<file path="src/rtl/bsg_nonsynth_dramsim3_ch_req_queue.sv">
// Per-channel in-order request FIFO ahead of the DRAMSim3 address mapper.
// Head issue is gated by a read-credit counter that read completions return.
module bsg_nonsynth_dramsim3_ch_req_queue #(
  parameter int unsigned channel_addr_width_p = 32,
  parameter int unsigned data_width_p         = 64,
  parameter int unsigned els_p                = 4,
  parameter int unsigned max_reads_p          = 8,
  localparam int unsigned lg_els_lp            = $clog2(els_p + 1),
  localparam int unsigned lg_reads_lp          = $clog2(max_reads_p + 1),
  localparam int unsigned mask_width_lp        = data_width_p >> 3,
  localparam int unsigned byte_offset_width_lp = (mask_width_lp > 1) ? $clog2(mask_width_lp) : 1,
  localparam int unsigned ptr_width_lp         = $clog2(els_p)
) (
  input  logic                            clk_i,
  input  logic                            reset_i,
  input  logic                            v_i,
  input  logic                            write_not_read_i,
  input  logic [channel_addr_width_p-1:0] ch_addr_i,
  input  logic [data_width_p-1:0]         data_i,
  input  logic [mask_width_lp-1:0]        mask_i,
  output logic                            ready_o,
  output logic                            mem_v_o,
  output logic                            mem_write_not_read_o,
  output logic [channel_addr_width_p-1:0] mem_ch_addr_o,
  output logic [data_width_p-1:0]         mem_data_o,
  output logic [mask_width_lp-1:0]        mem_mask_o,
  input  logic                            mem_yumi_i,
  input  logic                            read_done_i,
  output logic [lg_els_lp-1:0]            count_o,
  output logic [lg_reads_lp-1:0]          reads_outstanding_o,
  output logic                            err_underflow_o
);

  localparam logic [channel_addr_width_p-1:0] addr_keep_lp =
    ~channel_addr_width_p'((64'd1 << byte_offset_width_lp) - 64'd1);

  logic                            r_wnr  [els_p];
  logic [channel_addr_width_p-1:0] r_addr [els_p];
  logic [data_width_p-1:0]         r_data [els_p];
  logic [mask_width_lp-1:0]        r_mask [els_p];

  logic [ptr_width_lp-1:0] r_wptr, r_rptr;
  logic [lg_els_lp-1:0]    r_count;
  logic [lg_reads_lp-1:0]  r_reads;
  logic                    r_err;
  logic                    r_rst;

  logic w_rst, w_enq, w_deq, w_rpop, w_done, w_head_ok;
  logic [ptr_width_lp-1:0] w_wptr_nxt, w_rptr_nxt;

  // Reset asserts immediately and releases on the first clock edge after reset_i falls.
  always_ff @(posedge clk_i or posedge reset_i) begin
    if (reset_i) r_rst <= 1'b1;
    else         r_rst <= 1'b0;
  end

  assign w_rst     = reset_i | r_rst;
  assign w_head_ok = r_wnr[r_rptr] | (r_reads < lg_reads_lp'(max_reads_p));

  assign ready_o  = ~w_rst & (r_count < lg_els_lp'(els_p));
  assign mem_v_o  = ~w_rst & (r_count != '0) & w_head_ok;

  assign mem_write_not_read_o = r_wnr[r_rptr];
  assign mem_ch_addr_o        = r_addr[r_rptr];
  assign mem_data_o           = r_data[r_rptr];
  assign mem_mask_o           = r_mask[r_rptr];

  assign w_enq  = v_i & ready_o;
  assign w_deq  = mem_v_o & mem_yumi_i;
  assign w_rpop = w_deq & ~r_wnr[r_rptr];
  assign w_done = read_done_i & ~w_rst;

  assign w_wptr_nxt = (r_wptr == ptr_width_lp'(els_p - 1)) ? '0 : r_wptr + ptr_width_lp'(1);
  assign w_rptr_nxt = (r_rptr == ptr_width_lp'(els_p - 1)) ? '0 : r_rptr + ptr_width_lp'(1);

  // Entry storage; read entries carry a zero mask so the mapper never sees stray byte enables.
  always_ff @(posedge clk_i) begin
    if (w_enq) begin
      r_wnr[r_wptr]  <= write_not_read_i;
      r_addr[r_wptr] <= ch_addr_i & addr_keep_lp;
      r_data[r_wptr] <= data_i;
      r_mask[r_wptr] <= write_not_read_i ? mask_i : '0;
    end
  end

  always_ff @(posedge clk_i or posedge reset_i) begin
    if (reset_i) begin
      r_wptr  <= '0;
      r_rptr  <= '0;
      r_count <= '0;
    end else begin
      if (w_enq) r_wptr <= w_wptr_nxt;
      if (w_deq) r_rptr <= w_rptr_nxt;
      case ({w_enq, w_deq})
        2'b10:   r_count <= r_count + lg_els_lp'(1);
        2'b01:   r_count <= r_count - lg_els_lp'(1);
        default: r_count <= r_count;
      endcase
    end
  end

  // Read credits: a pop and a completion in the same cycle cancel out.
  always_ff @(posedge clk_i or posedge reset_i) begin
    if (reset_i) begin
      r_reads <= '0;
      r_err   <= 1'b0;
    end else if (w_rpop & ~w_done) begin
      r_reads <= r_reads + lg_reads_lp'(1);
    end else if (w_done & ~w_rpop) begin
      if (r_reads == '0) r_err   <= 1'b1;
      else               r_reads <= r_reads - lg_reads_lp'(1);
    end
  end

  assign count_o             = r_count;
  assign reads_outstanding_o = r_reads;
  assign err_underflow_o     = r_err;

endmodule

</file>
<file path="config.mk">
export PLATFORM = sky130hd
export DESIGN_NAME = bsg_nonsynth_dramsim3_ch_req_queue
export DESIGN_NICKNAME = d
export VERILOG_FILES = /design/src/rtl/bsg_nonsynth_dramsim3_ch_req_queue.sv
export SDC_FILE = /design/constraint.sdc
export NUM_CORES = 1
export LEC_CHECK = 0
export ABC_AREA = 1
export BUFFER_PORTS_ARGS = -buffer_cell sky130_fd_sc_hd__buf_2
export CORE_AREA = 2 2 184 186
export CTS_BUF_LIST = sky130_fd_sc_hd__clkbuf_8
export DETAILED_ROUTE_END_ITERATION = 12
export DIE_AREA = 0 0 186 188
export GPL_ROUTABILITY_DRIVEN = 0
export GPL_TIMING_DRIVEN = 0
export PLACE_DENSITY_LB_ADDON = 0.05
export SYNTH_ARGS = -nofsm -noshare
export SYNTH_HDL_FRONTEND = slang
export SYNTH_SLANG_ARGS = --single-unit
</file>
<file path="constraint.sdc">
create_clock -name clk_i -period 15 [get_ports clk_i]
set_clock_uncertainty 0.2 [all_clocks]
set_input_delay 3 -clock clk_i [delete_from_list [all_inputs] [get_ports clk_i]]
set_output_delay 3 -clock clk_i [all_outputs]
set_load 0.02 [all_outputs]
</file>
==> results of run 1 <==
==> path summary, 6_finish.rpt <==
kind | start | to
worst max-delay path | reset_i | mem_v_o
worst min-delay path | err_underflow_o | err_underflow_o
worst max register to register | r_rptr[0] | count_o[2]
worst min register to register | err_underflow_o | err_underflow_o
max in group asynchronous | reset_i | r_rptr[0]
min in group asynchronous | reset_i | count_o[0]
==> power groups by stage <==
stage          combinational, uW  clock (uW)  sequential, uW
4_1_cts                     1300         908            1380
3_5_place_dp                1300           0            1410
6_report                    1280         887            1380
2_1_floorplan                786           0            1430
3_3_place_gp                1270           0            1420
5_1_grt                     1400         962            1390
==> final cells by class <==
cell class	count	area [um2]	area share [%]
inverters	31	118.9	0.6162
diodes	7	17.52	0.09080
plain buffers	71	422.9	2.192
multi-input cells	586	2954	15.31
flip-flops and latches	421	12580	65.20
clock inverters	53	249.0	1.291
clock buffers	70	963.4	4.994
repair buffers	234	1426	7.394
well taps	448	560.5	2.906
==> state kept, by name (all words and copies together) (netlist names) <==
name and count:
r_wptr 2, r_rptr 2, count_o 3, r_addr 116, r_data 256, r_wnr 4, r_mask 32, reads_outstanding_o 4
r_rst 1, err_underflow_o 1
==> routing by layer <==
| layer | share of wire [%] | wire length (um) | GRT usage [%] |
|---|---|---|---|
| met4 | 2.4 | 908 | 6.905 |
| met3 | 5.8 | 2227 | 4.816 |
| met2 | 47 | 17940 | 34.34 |
| met1 | 44 | 16920 | 30.01 |
| met5 | 0.21 | 80 | 0 |
==> layout by cell type (no fill, tap or decap), types with 12 or more instances in the layout <==
master    count
dfrtp_1      12
nor2_1      207
buf_2       258
nand2_1      25
o21ai_0     166
o21ai_1      39
edfxtp_1    408
clkbuf_8     70
o22ai_1     101
clkinv_1     23
clkbuf_1     12
inv_1        50
buf_12       14
==> per-stage QoR <==
stage          hold WS, ns  util [%]  std cells
2_1_floorplan       0.3566         -       1109
4_1_cts             0.2738     58.21       1914
3_5_place_dp        0.2537     54.54       1791
6_report            0.2655     58.26       1921
5_1_grt             0.3152     58.23       1917
3_3_place_gp        0.2506     53.44       1775
==> cells by family after synthesis <==
kind of cell	Yosys count	synth area share [%]
AOI/OAI and AO/OA	313	10.61
xor gates and xnor gates	6	0.3278
adders and majority gates	12	1.030
buffers and inverters	102	3.379
DFF	421	78.45
other	1	0.02339
and+or+nand+nor	251	6.173
==> flow_summary.json, run 1 <==
{
  "status": "finished, final reports clean",
  "crit_family": "simple AND/OR/NAND/NOR gates",
  "place_ws_ns": 7.861,
  "fin_nets": 1537,
  "first_global_vias": 9805,
  "finalCriticalPeriod_ns": 7.147,
  "detail-route-antenna-nets": 0,
  "crit_path_max_incr_delay_ns": 0.29,
  "port_buffers": 218,
  "drc": 0,
  "pin_count": 225,
  "synth_top_area_share_pct": 76.42,
  "worstPathRequired_ns": 11.80,
  "cts_max_level": 3,
  "crit_cells": 6,
  "vias": 10100,
  "path_common_cell": "buf_2",
  "max_freq_mhz": 139.9,
  "yosys_warnings": 0,
  "drive_above_1_share_pct": 26.47,
  "fillers": 2699,
  "p_int_uw": 2202,
  "fin_crit_sh_pct": 47.65,
  "worstSetupPathType": "in2out",
  "min_path_cells": 1,
  "clk_pin_slew_worst_paths_ns": 0.05,
  "ys_types": 31,
  "start_util_pct": 48.42,
  "synth.most_common_cell": "edfxtp_1",
  "yosys_register_bits": 421,
  "grt_pass1_wl_um": 56540,
  "synthFlopType": "edfxtp_1",
  "seq_power_share_pct": 39.0,
  "leakage_uw": 0.006976,
  "root_buffer": "clkbuf_8",
  "async_flop_share_pct": 3.088,
  "worst_slew_pin_slew_ns": 0.5852,
  "synth.cell_area_um2": 16030,
  "antenna_found_initial": 11,
  "cts_resized": 0,
  "clkPwrFrac_pct": 25.0,
  "hold_violations": 0,
  "startpoint_type": "input pin",
  "grt_max_degree": 28,
  "syn_area_per_cell_um2": 14.50,
  "combPwrFrac_pct": 36.0,
  "power_uw": 3550,
  "min_path_type": "reg2reg",
  "wirelength_um": 38080,
  "cp_cell_sequence": "buf_2 -> or2_1 -> a21oi_2 -> nand2_1 -> inv_1 -> buf_2",
  "synth_commonest_cells": "408 x edfxtp_1, 211 x nor2_1, 166 x o21ai_0",
  "post-cts-setup-buffers": 0,
  "synth_edf_count": 408,
  "dp_hpwl_um": 23490,
  "power_switching_uw": 1348,
  "clock_path_buffers": 3,
  "fp.dieH_um": 188,
  "rsz0062_at_grt": "no",
  "cts.sinks": 421,
  "hold_buffers": 0,
  "r2r_slack_ns": 12.35,
  "rows": 67,
  "yosys.area.top_type": "edfxtp_1",
  "core_area_um2": 33110,
  "drv_slew": 0,
  "maxCapViolCount": 0,
  "cp_slowest_cell": "a21oi_2",
  "drt_iter0_markers": 658,
  "worst_setup_path_end_kind": "output port",
  "postPlaceCellArea_um2": 18060,
  "rr_worst_depth": 14,
  "wl_per_cell_um": 19.82,
  "drt_first_pass_iters": 5,
  "switching_share_pct": 37.96,
  "dieWidth_um": 186,
  "fin_ws_ns": 7.853,
  "grt_remaining_overflow": 0,
  "grt_usage_pct": 21.69,
  "tritoncts": "yes",
  "final_area_um2": 19290,
  "path_buf_inv": 3,
  "maxSlewHeadroom_pct": 60.89,
  "setup_viol": 0,
  "crit_fanout": 5,
  "p_per_area_nw_per_um2": 184.0,
  "fin_tns_setup_ns": 0,
  "clock_latency_ns": 0.57,
  "cts_buffers": 70,
  "seq_area_frac_synth_pct": 78.45,
  "ir_worst_vdd_uv": 106.7,
  "arrival_ns": 3.95,
  "synth_area_leaders": "edfxtp_1 76%, o21ai_0 5.2%, nor2_1 4.9%, o22ai_1 3.9%, dfrtp_1 1.9%",
  "area_delta_synth_final_pct": 20.32,
  "die_area_um2": 34970,
  "postSynthCellCount": 1106,
  "avgViaCountPerCell": 5.256
}
Power figures use the tool's default switching activity.
==> run 2: changes to the inputs <==
- ABC_AREA: 1 -> 0
- CORE_AREA: 2 2 184 186 -> 2 2 182 184
- DIE_AREA: 0 0 186 188 -> 0 0 184 186
- clock period: 15 -> 6.7 ns (I/O delays scaled with it)
==> flow_summary.json, run 2 <==
{
  "detail-route-antenna-nets": 0,
  "wirelength_um": 30000,
  "cp_cell_sequence": "buf_2 -> buf_2 -> clkbuf_1 -> mux4_2 -> buf_2",
  "hold_violations": 0,
  "grt_remaining_overflow": 0,
  "fin_nets": 1047,
  "clk_pin_slew_worst_paths_ns": 0.06,
  "seq_area_frac_synth_pct": 80.74,
  "fin_crit_sh_pct": 62.86,
  "grt_usage_pct": 17.94,
  "synthFlopType": "edfxtp_1",
  "use_met2_pct": 30.31,
  "fillers": 2443,
  "area_delta_synth_final_pct": 19.41,
  "core_area_um2": 32210,
  "antenna_found_initial": 5,
  "tritoncts": "yes",
  "seqCellArea_um2": 12580,
  "fin_hold_ws_ns": 0.2665,
  "min_path_cells": 1,
  "min_path_type": "reg2reg",
  "multiInputGateArea_um2": 2863,
  "rows": 66,
  "path_buf_inv": 4,
  "drc": 0,
  "wl_per_cell_um": 21.69,
  "synth_commonest_cells": "408 x edfxtp_1, 102 x mux4_2, 15 x buf_2",
  "dp_hpwl_um": 18660,
  "syn_area_per_cell_um2": 24.85,
  "synth_edf_count": 408,
  "final_common_cell": "edfxtp_1",
  "leakage_uw": 0.006489,
  "grt_max_degree": 54,
  "port_buffers": 218,
  "drv_slew": 0,
  "yosys_register_bits": 421,
  "cts_resized": 0,
  "pin_count": 225,
  "cts.sinks": 421,
  "post-cts-setup-buffers": 0,
  "worstSetupPathType": "reg2out",
  "grt_pass1_wl_um": 44930,
  "drt_first_pass_iters": 5,
  "fp.dieH_um": 186,
  "arrival_ns": 2.67,
  "start_util_pct": 48.37,
  "crit_family": "buffers and inverters",
  "drt_iter0_markers": 388,
  "worst_setup_path_end_kind": "output port",
  "synth_top_area_share_pct": 78.64,
  "postSynthCellCount": 627,
  "setup_viol": 0,
  "final_cell_mix": "408 x edfxtp_1, 233 x buf_2, 102 x mux4_2",
  "busiest_layer": "met2",
  "top_register": "r_data",
  "worstPathRequired_ns": 5.16,
  "ir_worst_vdd_uv": 214.2,
  "largest_reg_flops": 256,
  "yosys_warnings": 0,
  "largestRegisters": "r_data (256), r_addr (116), r_mask (32)",
  "crit_path_max_incr_delay_ns": 0.64,
  "maxCapViolCount": 0,
  "worst_slew_pin_slew_ns": 0.9109,
  "cts_buffers": 69,
  "max_freq_mhz": 237.4,
  "synth.cell_area_um2": 15580,
  "ys_types": 35,
  "yosys.area.top_type": "edfxtp_1",
  "vias": 7317,
  "clock_latency_ns": 0.56,
  "synth_area_leaders": "edfxtp_1 79%, mux4_2 15%, dfrtp_1 1.9%, ha_1 0.80%, buf_2 0.48%",
  "async_flop_share_pct": 3.088,
  "crit_cells": 5,
  "synth.most_common_cell": "edfxtp_1",
  "root_buffer": "clkbuf_8",
  "dieWidth_um": 184,
  "grt_util_met3_pct": 7.044,
  "rsz0062_at_grt": "no",
  "path_common_cell": "buf_2",
  "status": "finished, final reports clean",
  "avgViaCountPerCell": 5.291,
  "startpoint_type": "flop",
  "rr_worst_depth": 11,
  "grtUsageMet1_pct": 21.17,
  "die_area_um2": 34220,
  "clock_path_buffers": 3,
  "drive_above_1_share_pct": 45.12,
  "finalCriticalPeriod_ns": 4.211,
  "hold_buffers": 0,
  "cts_max_level": 3,
  "first_global_vias": 7944,
  "p_per_area_nw_per_um2": 386.5,
  "fin_tns_setup_ns": 0,
  "maxSlewHeadroom_pct": 39.28,
  "cp_slowest_cell": "clkbuf_1",
  "crit_fanout": 10
}
## run 2: cell types whose count changed after synthesis, moves of 11 or more
cell     delta
nand2_1    -21
buf_2      -25
inv_1      -19
buf_6      -11
o21ai_1    -39
mux4_2    +102
o22ai_1   -101
nor2_1    -205
o21ai_0   -165
## run 2: logic make-up after synthesis
logic type | Yosys count | share of synthesized area (%)
DFF | 421 | 80.74
muxes | 108 | 15.18
buffers and inverters | 37 | 1.084
and+or+nand+nor | 34 | 1.205
adders and majority gates | 12 | 1.060
AOI/OAI and AO/OA | 9 | 0.4256
xor gates and xnor gates | 5 | 0.2812
other | 1 | 0.02407
## run 2: worst paths after layout
check	slack, ns	from	to
setup reg to reg	3.40	r_rptr[0]	reads_outstanding_o[3]
hold reg to reg	0.27	err_underflow_o	err_underflow_o
hold / removal	0.27	err_underflow_o	err_underflow_o
min in group asynchronous	0.64	reset_i	reads_outstanding_o[0]
max in group asynchronous	5.30	reset_i	r_rst
setup / recovery	2.49	r_rptr[1]	mem_data_o[46]
## run 2: layout make-up
cell class                 instances  area share [%]
sequential                       421           67.62
buffer                            27          0.7062
clock inverter                    47           1.238
multi-input combinational        172           15.39
tap                              408           2.744
inverter                          10          0.2018
clock buffer                      72           5.327
timing repair buffer             224           6.753
antenna                            2         0.02690
## run 2: where the power goes
group	switching [uW]	internal, uW
clock network	946	1030
registers	59.7	3030
logic	1230	889
total	2240	4950
## run 2: metrics by stage
step / power (uW) / cell area [um2] / cells / setup slack (ns) / utilization, %
6_report: 7190 / 18600 / 1383 / 2.489 / 57.76
3_3_place_gp: 5286 / 17190 / 1256 / -0.2357 / 53.38
5_1_grt: 7578 / 18600 / 1381 / 2.306 / 57.75
4_1_cts: 7330 / 18600 / 1381 / 2.371 / 57.75
2_1_floorplan: 4635 / 15590 / 630 / 1.504 / -
3_5_place_dp: 5321 / 17380 / 1262 / 2.724 / 53.95
## run 2: routing by layer
| layer | vias to the layer above | part of all wire (%) |
|---|---|---|
| met1 | 3744 | 38 |
| met5 | - | 0.14 |
| met4 | 6 | 1.5 |
| li1 | 3271 | - |
| met2 | 245 | 51 |
| met3 | 51 | 8.6 |
